<file path="src/rtl/counter_ctrl_seq.sv">
// counter_ctrl_seq: control sequencer driving an 8-bit programmable counter's strobes.
// Optional feature macro: CTRL_STEP_STATS_EN (adds step_total output).
// Ports:
//   clk, rst          clock, asynchronous active-high reset
//   run               level, free-run stepping while high
//   burst_start       pulse, start a burst of burst_len steps
//   burst_len         burst step count, sampled on accepted burst_start
//   div               prescaler divisor, one step every div+1 clocks
//   dir_up            direction, 1=up 0=down
//   ld_valid/ld_data  load request and value; ld_ready accepts it
//   cnt_en/cnt_load   registered one-cycle step/load strobes
//   cnt_up/cnt_p      registered direction and parallel-load value
//   busy              sequencer not idle
//   burst_done        pulse together with the final burst step
//   step_total        saturating step count, cleared by load (macro only)
module counter_ctrl_seq #(
    parameter int DIV_W   = 8,
    parameter int BURST_W = 8
) (
    input  logic               clk,
    input  logic               rst,
    input  logic               run,
    input  logic               burst_start,
    input  logic [BURST_W-1:0] burst_len,
    input  logic [DIV_W-1:0]   div,
    input  logic               dir_up,
    input  logic               ld_valid,
    input  logic [7:0]         ld_data,
    output logic               ld_ready,
    output logic               cnt_en,
    output logic               cnt_load,
    output logic               cnt_up,
    output logic [7:0]         cnt_p,
    output logic               busy,
    output logic               burst_done
`ifdef CTRL_STEP_STATS_EN
    ,
    output logic [15:0]        step_total
`endif
);
    localparam logic [1:0] IDLE  = 2'd0;
    localparam logic [1:0] RUN   = 2'd1;
    localparam logic [1:0] BURST = 2'd2;
    localparam logic [1:0] LOAD  = 2'd3;

    logic [1:0]         state;
    logic [DIV_W-1:0]   pre_q;
    logic [BURST_W-1:0] rem_q;
    logic               tick;
    logic               accept;
    logic               step;
    logic               burst_ok;

    assign ld_ready = (state == IDLE || state == RUN) && !rst;
    assign accept   = ld_valid && ld_ready;
    assign tick     = (state == RUN || state == BURST) && pre_q == '0;
    // a load accepted on a tick cycle swallows that step
    assign step     = tick && !accept;
    assign burst_ok = burst_start && burst_len != '0;
    assign busy     = state != IDLE;

    always_ff @(posedge clk or posedge rst) begin
        if (rst) begin
            state      <= IDLE;
            pre_q      <= '0;
            rem_q      <= '0;
            cnt_en     <= 1'b0;
            cnt_load   <= 1'b0;
            cnt_up     <= 1'b0;
            cnt_p      <= 8'h00;
            burst_done <= 1'b0;
        end else begin
            cnt_en     <= step;
            cnt_load   <= accept;
            burst_done <= step && state == BURST && rem_q == BURST_W'(1);
            cnt_p      <= accept ? ld_data : cnt_p;
            cnt_up     <= step ? dir_up : cnt_up;
            case (state)
                IDLE, RUN: begin
                    if (accept) begin
                        state <= LOAD;
                    end else if (burst_ok) begin
                        state <= BURST;
                        rem_q <= burst_len;
                        pre_q <= div;
                    end else if (run) begin
                        state <= RUN;
                        pre_q <= (state == IDLE || tick) ? div : pre_q - 1'b1;
                    end else begin
                        state <= IDLE;
                    end
                end
                BURST: begin
                    pre_q <= tick ? div : pre_q - 1'b1;
                    rem_q <= tick ? rem_q - 1'b1 : rem_q;
                    state <= (tick && rem_q == BURST_W'(1)) ? (run ? RUN : IDLE) : BURST;
                end
                LOAD: begin
                    state <= run ? RUN : IDLE;
                    pre_q <= div;
                end
            endcase
        end
    end

`ifdef CTRL_STEP_STATS_EN
    always_ff @(posedge clk or posedge rst) begin
        if (rst)
            step_total <= '0;
        else if (cnt_load)
            step_total <= '0;
        else if (cnt_en && step_total != 16'hFFFF)
            step_total <= step_total + 16'd1;
    end
`endif
endmodule

</file>
<file path="config.mk">
export PLATFORM = sky130hd
export DESIGN_NAME = counter_ctrl_seq
export DESIGN_NICKNAME = d
export VERILOG_FILES = /design/src/rtl/counter_ctrl_seq.sv
export SDC_FILE = /design/constraint.sdc
export NUM_CORES = 1
export LEC_CHECK = 0
export ABC_AREA = 1
export CAP_MARGIN = 10
export CORE_ASPECT_RATIO = 0.75
export CORE_MARGIN = 4
export CORE_UTILIZATION = 53
export CTS_CLUSTER_DIAMETER = 120
export DETAILED_ROUTE_END_ITERATION = 8
export PLACE_DENSITY = 0.85
export SETUP_SLACK_MARGIN = 0.5
export SYNTH_ARGS = -nofsm -noshare
export SYNTH_HDL_FRONTEND = slang
export SYNTH_SLANG_ARGS = --single-unit
</file>
<file path="constraint.sdc">
create_clock -name clk -period 4.7 [get_ports clk]
set_input_delay 1.41 -clock clk [delete_from_list [all_inputs] [get_ports clk]]
set_output_delay 1.41 -clock clk [all_outputs]
set_load 0.01 [all_outputs]
</file>
# Yosys cells after proc, flatten, opt, wreduce, memory -nomap -nowiden

Index checks and enable logic that the tools add are counted.

Word-level logic and storage cells: 54
Input bits: 30
Register bits after elaboration: 30
Output and inout port bits: 14

Muxes and demuxes: 15
$add $sub $neg: 2
Reduce and logical (&&, ||, !) cells: 21
Equality and inequality tests: 8

Operators by type and width:

| operator            | count |
|---|---|
| $mux 8              | 8 |
| $pmux 8 s3          | 1 |
| $pmux 8 s2          | 1 |
| $sub 8x1->8 const B | 2 |
| $eq 8x1->1 const B  | 1 |
| $logic_and 1x1->1   | 8 |
| $logic_not 8->1     | 1 |
| $reduce_bool 8->1   | 1 |
| $mux 2              | 3 |
| $ne 2x2->1 const B  | 3 |
| $pmux 2 s3          | 1 |
| $eq 2x2->1 const B  | 2 |
| $reduce_and 4->1    | 1 |
| $reduce_bool 2->1   | 2 |
| $logic_or 1x1->1    | 3 |
| $ne 3x3->1 const B  | 1 |
| $eq 2x1->1 const B  | 1 |
| $logic_not 1->1     | 2 |
| $logic_not 2->1     | 1 |
| $reduce_and 2->1    | 1 |
| $reduce_or 2->1     | 1 |
| $mux 1              | 1 |

# Logic depth before layout (Yosys ltp)

Gate-level depths: netlist of the first run.

Depth after elaboration: 9
Mapped depth: 11
Gate-level depth less buffers: 11

# Worst setup path before layout of the first run

Ideal clock, no wire load.

Path kind: input port to output port
Start: input port rst
End: output port ld_ready
Data required time: 3290 ps
Stages: 1
Slack: 1734 ps
Arrival: 1556 ps
Buffers on the path: 0
Cell sequence: nor2_2

Cells in the longest elaborated chain, start to end: 2

Ends and longest elaborated chain:

| element                          | RTL line | text |
|---|---|---|
| start: declaration               | 21       | `input logic rst,` |
| $logic_not 1->1 (no source line) | --       |  |
| $logic_and 1x1->1                | 54       | `assign ld_ready = (state == IDLE \|\| state == RUN) && !rst;` |
| end: declaration                 | 29       | `output logic ld_ready,` |

Every way passes these cells.

# Worst setup path in the final report of the first run

Ends and elaborated chain as after synthesis.

==> results of run 1 <==
-- layout by cell type, fill, tap and decap left out, drive strengths merged --
| cell | synthesis | layout |
|---|---|---|
| dfrtp | 30 | 30 |
| mux2i | 1 | 1 |
| o21ai | 13 | 13 |
| a21o | 1 | 1 |
| ha | 7 | 7 |
| nand4 | 3 | 3 |
| or2 | 1 | 1 |
| o22ai | 1 | 1 |
| xnor2 | 1 | 1 |
| nand2 | 98 | 98 |
| bufinv | 0 | 2 |
| xor2 | 6 | 6 |
| clkbuf | 1 | 6 |
| nand3 | 7 | 7 |
| buf | 4 | 2 |
| clkdlybuf4s50 | 0 | 43 |
| nor3 | 3 | 3 |
| mux2 | 1 | 1 |
| nor4 | 1 | 1 |
| inv | 22 | 22 |
| nor2 | 32 | 32 |
| a21oi | 9 | 9 |
| o31ai | 1 | 1 |
-- registers in the layout, indices dropped and copies added (netlist names) --
| register | flops |
|---|---|
| rem_q | 8 |
| burst_done | 1 |
| cnt_load | 1 |
| state | 2 |
| cnt_up | 1 |
| pre_q | 8 |
| cnt_en | 1 |
| cnt_p | 8 |
-- power groups by stage --
stage / registers (mW) / clock network (mW) / logic [mW]
3_5_place_dp: 0.472 / 0 / 0.878
3_3_place_gp: 0.469 / 0 / 0.850
6_report: 0.472 / 0.332 / 0.888
5_1_grt: 0.487 / 0.345 / 1.00
2_1_floorplan: 0.474 / 0 / 0.636
4_1_cts: 0.471 / 0.330 / 0.888
-- area by class of cell --
cell class / instances / area share, %
clock buffers: 6 / 3.432
clock inverters: 2 / 2.496
inverters: 22 / 3.432
multi-input cells: 186 / 38.85
flip-flops and latches: 30 / 31.20
well taps: 40 / 2.080
repair buffers: 45 / 18.51
-- worst max-delay path, delay by kind of cell --
kind | cells | cell delay [ns]
buffers and inverters | 2 | 0.97
AND/OR/NAND/NOR | 1 | 0.13
-- metrics by stage --
step | hold WS [ns] | std cells | total power [mW]
floorplan | 0.4550 | 243 | 1.110
global placement | 0.4613 | 323 | 1.320
detailed placement | 0.4667 | 323 | 1.349
CTS | 0.4892 | 331 | 1.689
global route | 0.5015 | 331 | 1.836
finish | 0.4847 | 331 | 1.692
-- kinds of logic after synthesis --
logic type / count (synthesis) / synth area share [%]
AND/OR/NAND/NOR: 145 / 33.59
buffers and inverters: 27 / 6.717
XOR/XNOR: 7 / 3.393
flip-flops: 30 / 41.55
AO/OA/AOI/OAI: 25 / 8.726
multiplexers: 2 / 1.177
adder cells (fa/ha/maj): 7 / 4.847
-- routing by layer --
metal | global-route usage [%] | vias to the layer above
li1 | - | 858
met1 | 28.00 | 757
met2 | 30.26 | 50
met3 | 8.362 | 5
met4 | 3.990 | 0
met5 | 0 | -
-- worst min path at each step --
stage,cells past startpoint,to,start
final,2,cnt_p[2],cnt_p[2]
after global routing,2,cnt_p[7],cnt_p[7]
after CTS,2,cnt_p[7],cnt_p[7]
after detailed placement,2,cnt_p[4],cnt_p[4]
after global placement,2,cnt_p[7],cnt_p[7]
after floorplan,2,rem_q[1],rem_q[1]
==> impl_metrics.json, run 1 <==
{
  "status": "finished, final reports clean",
  "fin_util_pct": 73.17,
  "cts_hold_buf": 0,
  "synth_top_area_share_pct": 41.55,
  "p_sw_share_pct": 42.91,
  "yosys.area.top_type": "dfrtp_1",
  "crit_path_frequent_cell": "clkdlybuf4s50_1",
  "via_per_inst": 5.045,
  "cp.arrival_ns": 2.51,
  "num_rows": 18,
  "wl_met2_mm": 1.782,
  "grt_pass1_vias": 1489,
  "synth.distinct_cells": 32,
  "pin_count": 44,
  "timing.rr.end": "pre_q[2]",
  "post_cts_buffers": 0,
  "period_share_pct": 83.35,
  "first_pass_iters": 4,
  "num_antenna_cells": 0,
  "dp_hpwl_mm": 3.039,
  "finalHoldViolCount": 0,
  "endpoint_kind": "output port",
  "crit_required_ns": 3.29,
  "vdd_drop_max_v": 0.0003455,
  "clock_path_buffers": 2,
  "vias": 1670,
  "worst_slew_pin_slew_ns": 0.5636,
  "synth_seq_cells": 30,
  "synth.area.top_cells": "dfrtp_1, nand2_1, nor2_1, ha_1, inv_1",
  "numPortBuffers": 43,
  "synthFlopType": "dfrtp_1",
  "fin_ws_ns": 0.7825,
  "r2r_start": "state[0]",
  "seqPwrFrac_pct": 27.9,
  "syn_area_mm2": 0.001807,
  "synth_nets": 280,
  "finalMaxSlewViolations": 0,
  "clkPwrFrac_pct": 19.6,
  "top_layer_used": "met4",
  "synth_area_per_cell_um2": 7.435,
  "wl_mm": 4.201,
  "p_sw_uw": 726.2,
  "setup-violations-final": 0,
  "wl_met1_mm": 2.021,
  "finClkSkew_ns": 0.004577,
  "core_mm2": 0.003288,
  "cts.sinks": 30,
  "place_congestion": 0.8877,
  "r2r_slack_ns": 2.28,
  "die_area_mm2": 0.004417,
  "yosysMostFrequentCell": "nand2_1",
  "power.density_mw_per_mm2": 703.3,
  "r2r_cells": 11,
  "multi_input_area_um2": 934.6,
  "fin_crit_ns": 3.917,
  "die_w_um": 75.42,
  "p_comb_share_pct": 52.5,
  "fin_setup_tns_ns": 0,
  "wl_met3_um": 366,
  "layout-drive-gt1-share_pct": 9.966,
  "cts_tree": "built",
  "startpoint": "rst",
  "syn_inst": 243,
  "syn2layout_area_growth_pct": 33.17,
  "worst-setup-path-type": "input pin to output port",
  "die_y_um": 58.57,
  "wire_per_inst_um": 12.69,
  "cp-start-kind": "input pin",
  "p_leak_nw": 1.218,
  "critical-path-slowest-cell": "clkdlybuf4s50_1",
  "grt_pass1_wl_mm": 6.713,
  "max_stage_delay_ns": 0.54,
  "drtIter0Drc": 118,
  "final-seq-area_um2": 750.7,
  "drc": 0,
  "track_usage_pct": 20.29,
  "holdCritPathClass": "flop to flop",
  "antenna_found_initial": 0,
  "synth_edf_count": 0,
  "fill_cells": 270,
  "cts_resized": 0,
  "numCtsBuffers": 5,
  "yosysSeqAreaShare_pct": 41.55,
  "ant_nets": 0,
  "ctsRootBufferMaster": "clkbuf_8",
  "crit_chain": "clkdlybuf4s50_1 -> nor2_2 -> clkdlybuf4s50_1",
  "place_ws_ns": 0.7842,
  "clk_pin_slew_ns": 0.07,
  "async_flop_share_pct": 100.0,
  "yosys-top-cells-count": "nand2_1, dfrtp_1, nor2_1, inv_1",
  "rsz0062_at_grt": "no",
  "grt_remaining_overflow": 0,
  "htreeDepth": 2,
  "fin_area_mm2": 0.002406,
  "clock.fmax_mhz": 255.3,
  "placed_cell_area_mm2": 0.002263,
  "intPower_uw": 966.0,
  "grt_max_degree": 31,
  "slew_headroom_pct": 62.42,
  "clock_latency_ns": 0.29,
  "start_util_pct": 54.95,
  "maxCapViolations": 0,
  "synth_warnings": 0,
  "crit_end": "ld_ready",
  "nets": 327,
  "critPathMaxFanout": 2
}
No activity file was read; power rests on OpenSTA's default activity.
==> inputs of run 2 (changes only) <==
--- a/config.mk
+++ b/config.mk
@@ -9,10 +9,10 @@
 export CAP_MARGIN = 10
 export CORE_ASPECT_RATIO = 0.75
 export CORE_MARGIN = 4
-export CORE_UTILIZATION = 53
+export CORE_UTILIZATION = 49
 export CTS_CLUSTER_DIAMETER = 120
 export DETAILED_ROUTE_END_ITERATION = 8
-export PLACE_DENSITY = 0.85
+export PLACE_DENSITY = 0.79
 export SETUP_SLACK_MARGIN = 0.5
 export SYNTH_ARGS = -nofsm -noshare
 export SYNTH_HDL_FRONTEND = slang
==> constraint.sdc (replaced) <==
create_clock -name clk -period 4 [get_ports clk]
set_input_delay 1.2 -clock clk [delete_from_list [all_inputs] [get_ports clk]]
set_output_delay 1.2 -clock clk [all_outputs]
set_load 0.01 [all_outputs]
==> impl_metrics.json, run 2 (synthesis gave the netlist of run 1 again) <==
{
  "fin_ws_ns": 0.7757,
  "grt_pass1_vias": 1484,
  "core_mm2": 0.003423,
  "instances_no_fill": 342,
  "endpoint_kind": "output port",
  "grt_max_degree": 31,
  "cp-start-kind": "input pin",
  "die_area_mm2": 0.004733,
  "numCtsBuffers": 5,
  "die_w_um": 78.12,
  "nets": 328,
  "num_antenna_cells": 0,
  "die_y_um": 60.59,
  "crit_chain": "clkdlybuf4s50_1 -> nor2_2 -> dlygate4sd2_1",
  "fin_crit_ns": 3.224,
  "dp_hpwl_mm": 3.042,
  "finalHoldViolCount": 0,
  "grt_pass1_wl_mm": 6.948,
  "num_rows": 18,
  "setup-violations-final": 0,
  "finClkSkew_ns": 0.005223,
  "min_to": "cnt_p[4]",
  "critPathMaxFanout": 2,
  "placed_cells": 334,
  "place_congestion": 0.8874,
  "wl_mm": 4.063,
  "rsz0062_at_grt": "no",
  "cts.sinks": 30,
  "clock_latency_ns": 0.28,
  "vias": 1645,
  "layout_common_cells": "nand2_1, clkdlybuf4s50_1, nor2_1, dfrtp_1, inv_1",
  "fill_cells": 303,
  "status": "finished, final reports clean",
  "r2r_cells": 11,
  "first_pass_iters": 4,
  "wire_per_inst_um": 11.88,
  "clock.fmax_mhz": 310.1,
  "worst-setup-path-type": "input pin to output port",
  "power.density_mw_per_mm2": 810.3,
  "htreeDepth": 2,
  "crit_required_ns": 2.80,
  "cp.arrival_ns": 2.02,
  "place_ws_ns": 0.4896,
  "clock_path_buffers": 2,
  "min_from": "cnt_p[4]",
  "numPortBuffers": 43,
  "syn2layout_area_growth_pct": 34.21,
  "slew_headroom_pct": 65.01,
  "multi_input_area_um2": 934.6,
  "power_mw": 1.965,
  "timing.rr.end": "pre_q[6]",
  "ant_nets": 0,
  "top_regs": "cnt_p (8), pre_q (8), rem_q (8)",
  "final_common_cell": "nand2_1",
  "vdd_drop_max_v": 0.0004538,
  "start_util_pct": 52.78,
  "cts_tree": "built",
  "via_per_inst": 4.810,
  "critical-path-slowest-cell": "clkdlybuf4s50_1",
  "grt_remaining_overflow": 0,
  "holdCritPathClass": "flop to flop",
  "finalMaxSlewViolations": 0,
  "clk_pin_slew_ns": 0.06,
  "period_share_pct": 80.61,
  "drc": 0,
  "r2r_slack_ns": 1.85,
  "pin_count": 44,
  "layout-drive-gt1-share_pct": 10.27,
  "ctsRootBufferMaster": "clkbuf_8",
  "cp_top_family": "buffers and inverters",
  "fin_setup_tns_ns": 0,
  "final-seq-area_um2": 750.7,
  "worst_slew_pin_slew_ns": 0.5248,
  "cts_hold_buf": 0,
  "r2r_start": "state[0]",
  "path_buf_inv": 2,
  "track_usage_pct": 19.23,
  "holdWs_ns": 0.4781,
  "antenna_found_initial": 0,
  "hold_depth": 2,
  "max_stage_delay_ns": 0.49,
  "p_leak_nw": 1.227,
  "maxCapViolations": 0,
  "drtIter0Drc": 124
}
==> run 2: repair_timing <==
item / CTS / global route
setup buffers: 0 / 0
resized for setup: 1 / 0
endpoints found under the hold margin: 0 / 0
setup endpoints to repair: 1 / 0
==> run 2: layout make-up <==
| class | count | share of cell area, % |
|---|---|---|
| Clock inverter | 2 | 2.477 |
| Tap cell | 50 | 2.580 |
| Multi-Input combinational cell | 186 | 38.54 |
| Clock buffer | 6 | 3.406 |
| Timing Repair Buffer | 46 | 18.63 |
| Inverter | 22 | 3.406 |
| Sequential cell | 30 | 30.96 |
==> run 2: power by group <==
part           switching [mW]  total (mW)  leakage [nW]  internal [mW]
logic                   0.608        1.03         0.785          0.424
registers               0.107       0.553         0.371          0.446
clock network           0.115       0.380        0.0714          0.266
==> run 2: worst register-to-register path, cell delays in order, from the launching register on <==
cell and delay, ns:
dfrtp_1 0.38, inv_1 0.07, ha_1 0.22, nor2_1 0.28, nor2_2 0.06, nand2_1 0.08, inv_1 0.19, nor2_1 0.31
buf_4 0.22, inv_1 0.12, nand2_1 0.08, nand2_1 0.05
==> run 2: how the worst max path moves through the flow <==
| stage | startpoint | to | cells after the start |
|---|---|---|---|
| after floorplan | rst | ld_ready | 1 |
| after global placement | rst | ld_ready | 3 |
| after detailed placement | rst | ld_ready | 3 |
| after CTS | rst | ld_ready | 3 |
| after global routing | rst | ld_ready | 3 |
| final | rst | ld_ready | 3 |
==> run 2: through the flow <==
stage               utilization, %  instance area [um^2]
finish                       70.83                  2425
global route                 70.83                  2425
CTS                          70.83                  2425
detailed placement           66.70                  2283
global placement             66.70                  2283
floorplan                        -                  1807
==> run 2: layer usage <==
| metal | up-vias | global-route usage, % | routed length, um | part of all wire, % |
|---|---|---|---|---|
| met1 | 718 | 26.03 | 1926 | 47 |
| met5 | - | 0 | 0 | 0 |
| met2 | 62 | 27.80 | 1650 | 41 |
| met4 | 0 | 5.985 | 40 | 0.98 |
| li1 | 858 | - | - | - |
| met3 | 7 | 8.754 | 444 | 11 |
==> inputs of run 3 (changes only) <==
--- a/config.mk
+++ b/config.mk
@@ -9,10 +9,10 @@
 export CAP_MARGIN = 10
 export CORE_ASPECT_RATIO = 0.75
 export CORE_MARGIN = 4
-export CORE_UTILIZATION = 49
+export CORE_UTILIZATION = 44
 export CTS_CLUSTER_DIAMETER = 120
 export DETAILED_ROUTE_END_ITERATION = 8
-export PLACE_DENSITY = 0.79
+export PLACE_DENSITY = 0.75
 export SETUP_SLACK_MARGIN = 0.5
 export SYNTH_ARGS = -nofsm -noshare
 export SYNTH_HDL_FRONTEND = slang
==> constraint.sdc (replaced) <==
create_clock -name clk -period 2.7 [get_ports clk]
set_input_delay 0.81 -clock clk [delete_from_list [all_inputs] [get_ports clk]]
set_output_delay 0.81 -clock clk [all_outputs]
set_load 0.01 [all_outputs]
==> impl_metrics.json, run 3 (synthesis gave the netlist of run 1 again) <==
{
  "track_usage_pct": 18.58,
  "vias": 1683,
  "htreeDepth": 2,
  "cts.sinks": 30,
  "place_congestion": 0.8274,
  "start_util_pct": 47.50,
  "instances_no_fill": 348,
  "setup-violations-final": 0,
  "fin_area_mm2": 0.002512,
  "placed_cells": 339,
  "crit_required_ns": 1.89,
  "power.density_mw_per_mm2": 1202,
  "period_share_pct": 80.05,
  "grt_pass1_wl_mm": 7.493,
  "critPathMaxFanout": 3,
  "syn2layout_area_growth_pct": 39.06,
  "fin_crit_ns": 2.161,
  "worst_slew_pin_slew_ns": 0.3067,
  "worst-setup-path-type": "flop to output port",
  "clock.fmax_mhz": 462.7,
  "slew_headroom_pct": 79.52,
  "clock_latency_ns": 0.28,
  "cp-start-kind": "flop",
  "layout-drive-gt1-share_pct": 14.53,
  "vdd_drop_max_v": 0.0005843,
  "die_w_um": 81.99,
  "drc": 0,
  "multi_input_area_um2": 979.7,
  "finalMaxSlewViolations": 0,
  "first_pass_iters": 4,
  "holdCritPathClass": "flop to flop",
  "endpoint_kind": "output port",
  "ctsRootBufferMaster": "clkbuf_8",
  "cp.arrival_ns": 1.35,
  "status": "finished, final reports clean",
  "finClkSkew_ns": 0.003770,
  "antenna_found_initial": 0,
  "pin_count": 44,
  "final-seq-area_um2": 750.7,
  "clock_path_buffers": 2,
  "num_antenna_cells": 0,
  "fin_util_pct": 66.05,
  "fill_cells": 328,
  "finalHoldViolCount": 0,
  "grt_remaining_overflow": 0,
  "via_per_inst": 4.836,
  "clk_pin_slew_ns": 0.07,
  "cts_hold_buf": 0,
  "wire_per_inst_um": 12.70,
  "die_y_um": 63.50,
  "numCtsBuffers": 5,
  "cts_tree": "built",
  "num_rows": 19,
  "maxCapViolations": 0,
  "numPortBuffers": 43,
  "ant_nets": 0,
  "dp_hpwl_mm": 3.215,
  "grt_pass1_vias": 1670,
  "grt_max_degree": 19,
  "die_area_mm2": 0.005206,
  "wl_mm": 4.419,
  "p_leak_nw": 1.307,
  "layout_common_cells": "nand2_1, clkdlybuf4s50_1, dfrtp_1",
  "placed_cell_area_mm2": 0.002308,
  "nets": 332,
  "top_regs": "cnt_p (8), pre_q (8), rem_q (8)",
  "core_mm2": 0.003804,
  "rsz0062_at_grt": "yes",
  "drtIter0Drc": 161,
  "final_common_cell": "nand2_1"
}
==> run 3: per-layer routing <==
metal	wire (um)	track usage [%]	share of wire (%)	vias to the layer above
met3	407	6.695	9.2	5
li1	-	-	-	859
met4	46	6.639	1.0	0
met5	0	0	0	-
met1	2145	26.51	49	764
met2	1820	25.50	41	55
==> run 3: worst max-delay path, stage by stage (launching register included) <==
cell and delay, ns:
dfrtp_1 0.41, inv_1 0.14, ha_4 0.18, inv_1 0.06, dlygate4sd2_1 0.28
==> run 3: cell type report <==
| class | count | area share [%] |
|---|---|---|
| Multi-Input combinational cell | 186 | 38.99 |
| Sequential cell | 30 | 29.88 |
| Timing Repair Buffer | 50 | 19.57 |
| Clock buffer | 6 | 3.287 |
| Inverter | 22 | 3.287 |
| Tap cell | 52 | 2.590 |
| Clock inverter | 2 | 2.390 |
==> run 3: what timing repair did <==
action,CTS,global route
pin swaps,1,9
resized for setup,7,16
endpoints found under the setup margin,10,11
cloned,0,0
buffers inserted,0,1
==> run 3: stage by stage <==
stage	setup slack, ns	setup TNS, ns	hold slack (ns)	total power [mW]
floorplan	0.9341	0	0.4550	1.933
global placement	-0.03416	-0.03416	0.4628	2.356
detailed placement	-0.04933	-0.2644	0.4651	2.383
CTS	0.3015	0	0.4839	2.981
global route	0.4865	0	0.4935	3.323
finish	0.5385	0	0.4813	3.020
==> run 3: final timing paths <==
kind | startpoint | slack (ns) | endpoint | cells past startpoint
setup / recovery | state[0] | 0.54 | busy | 4
hold / removal | cnt_p[6] | 0.48 | cnt_p[6] | 2
setup reg to reg | pre_q[0] | 0.78 | rem_q[4] | 9
hold reg to reg | cnt_p[6] | 0.48 | cnt_p[6] | 2
max in group asynchronous | rst | 1.89 | state[0] | 3
min in group asynchronous | rst | 0.58 | pre_q[0] | 3
==> run 3: power by group <==
part           internal, mW  switching, mW
combinational         0.667          0.956
clock                 0.394          0.181
sequential            0.661          0.162
total                  1.72           1.30
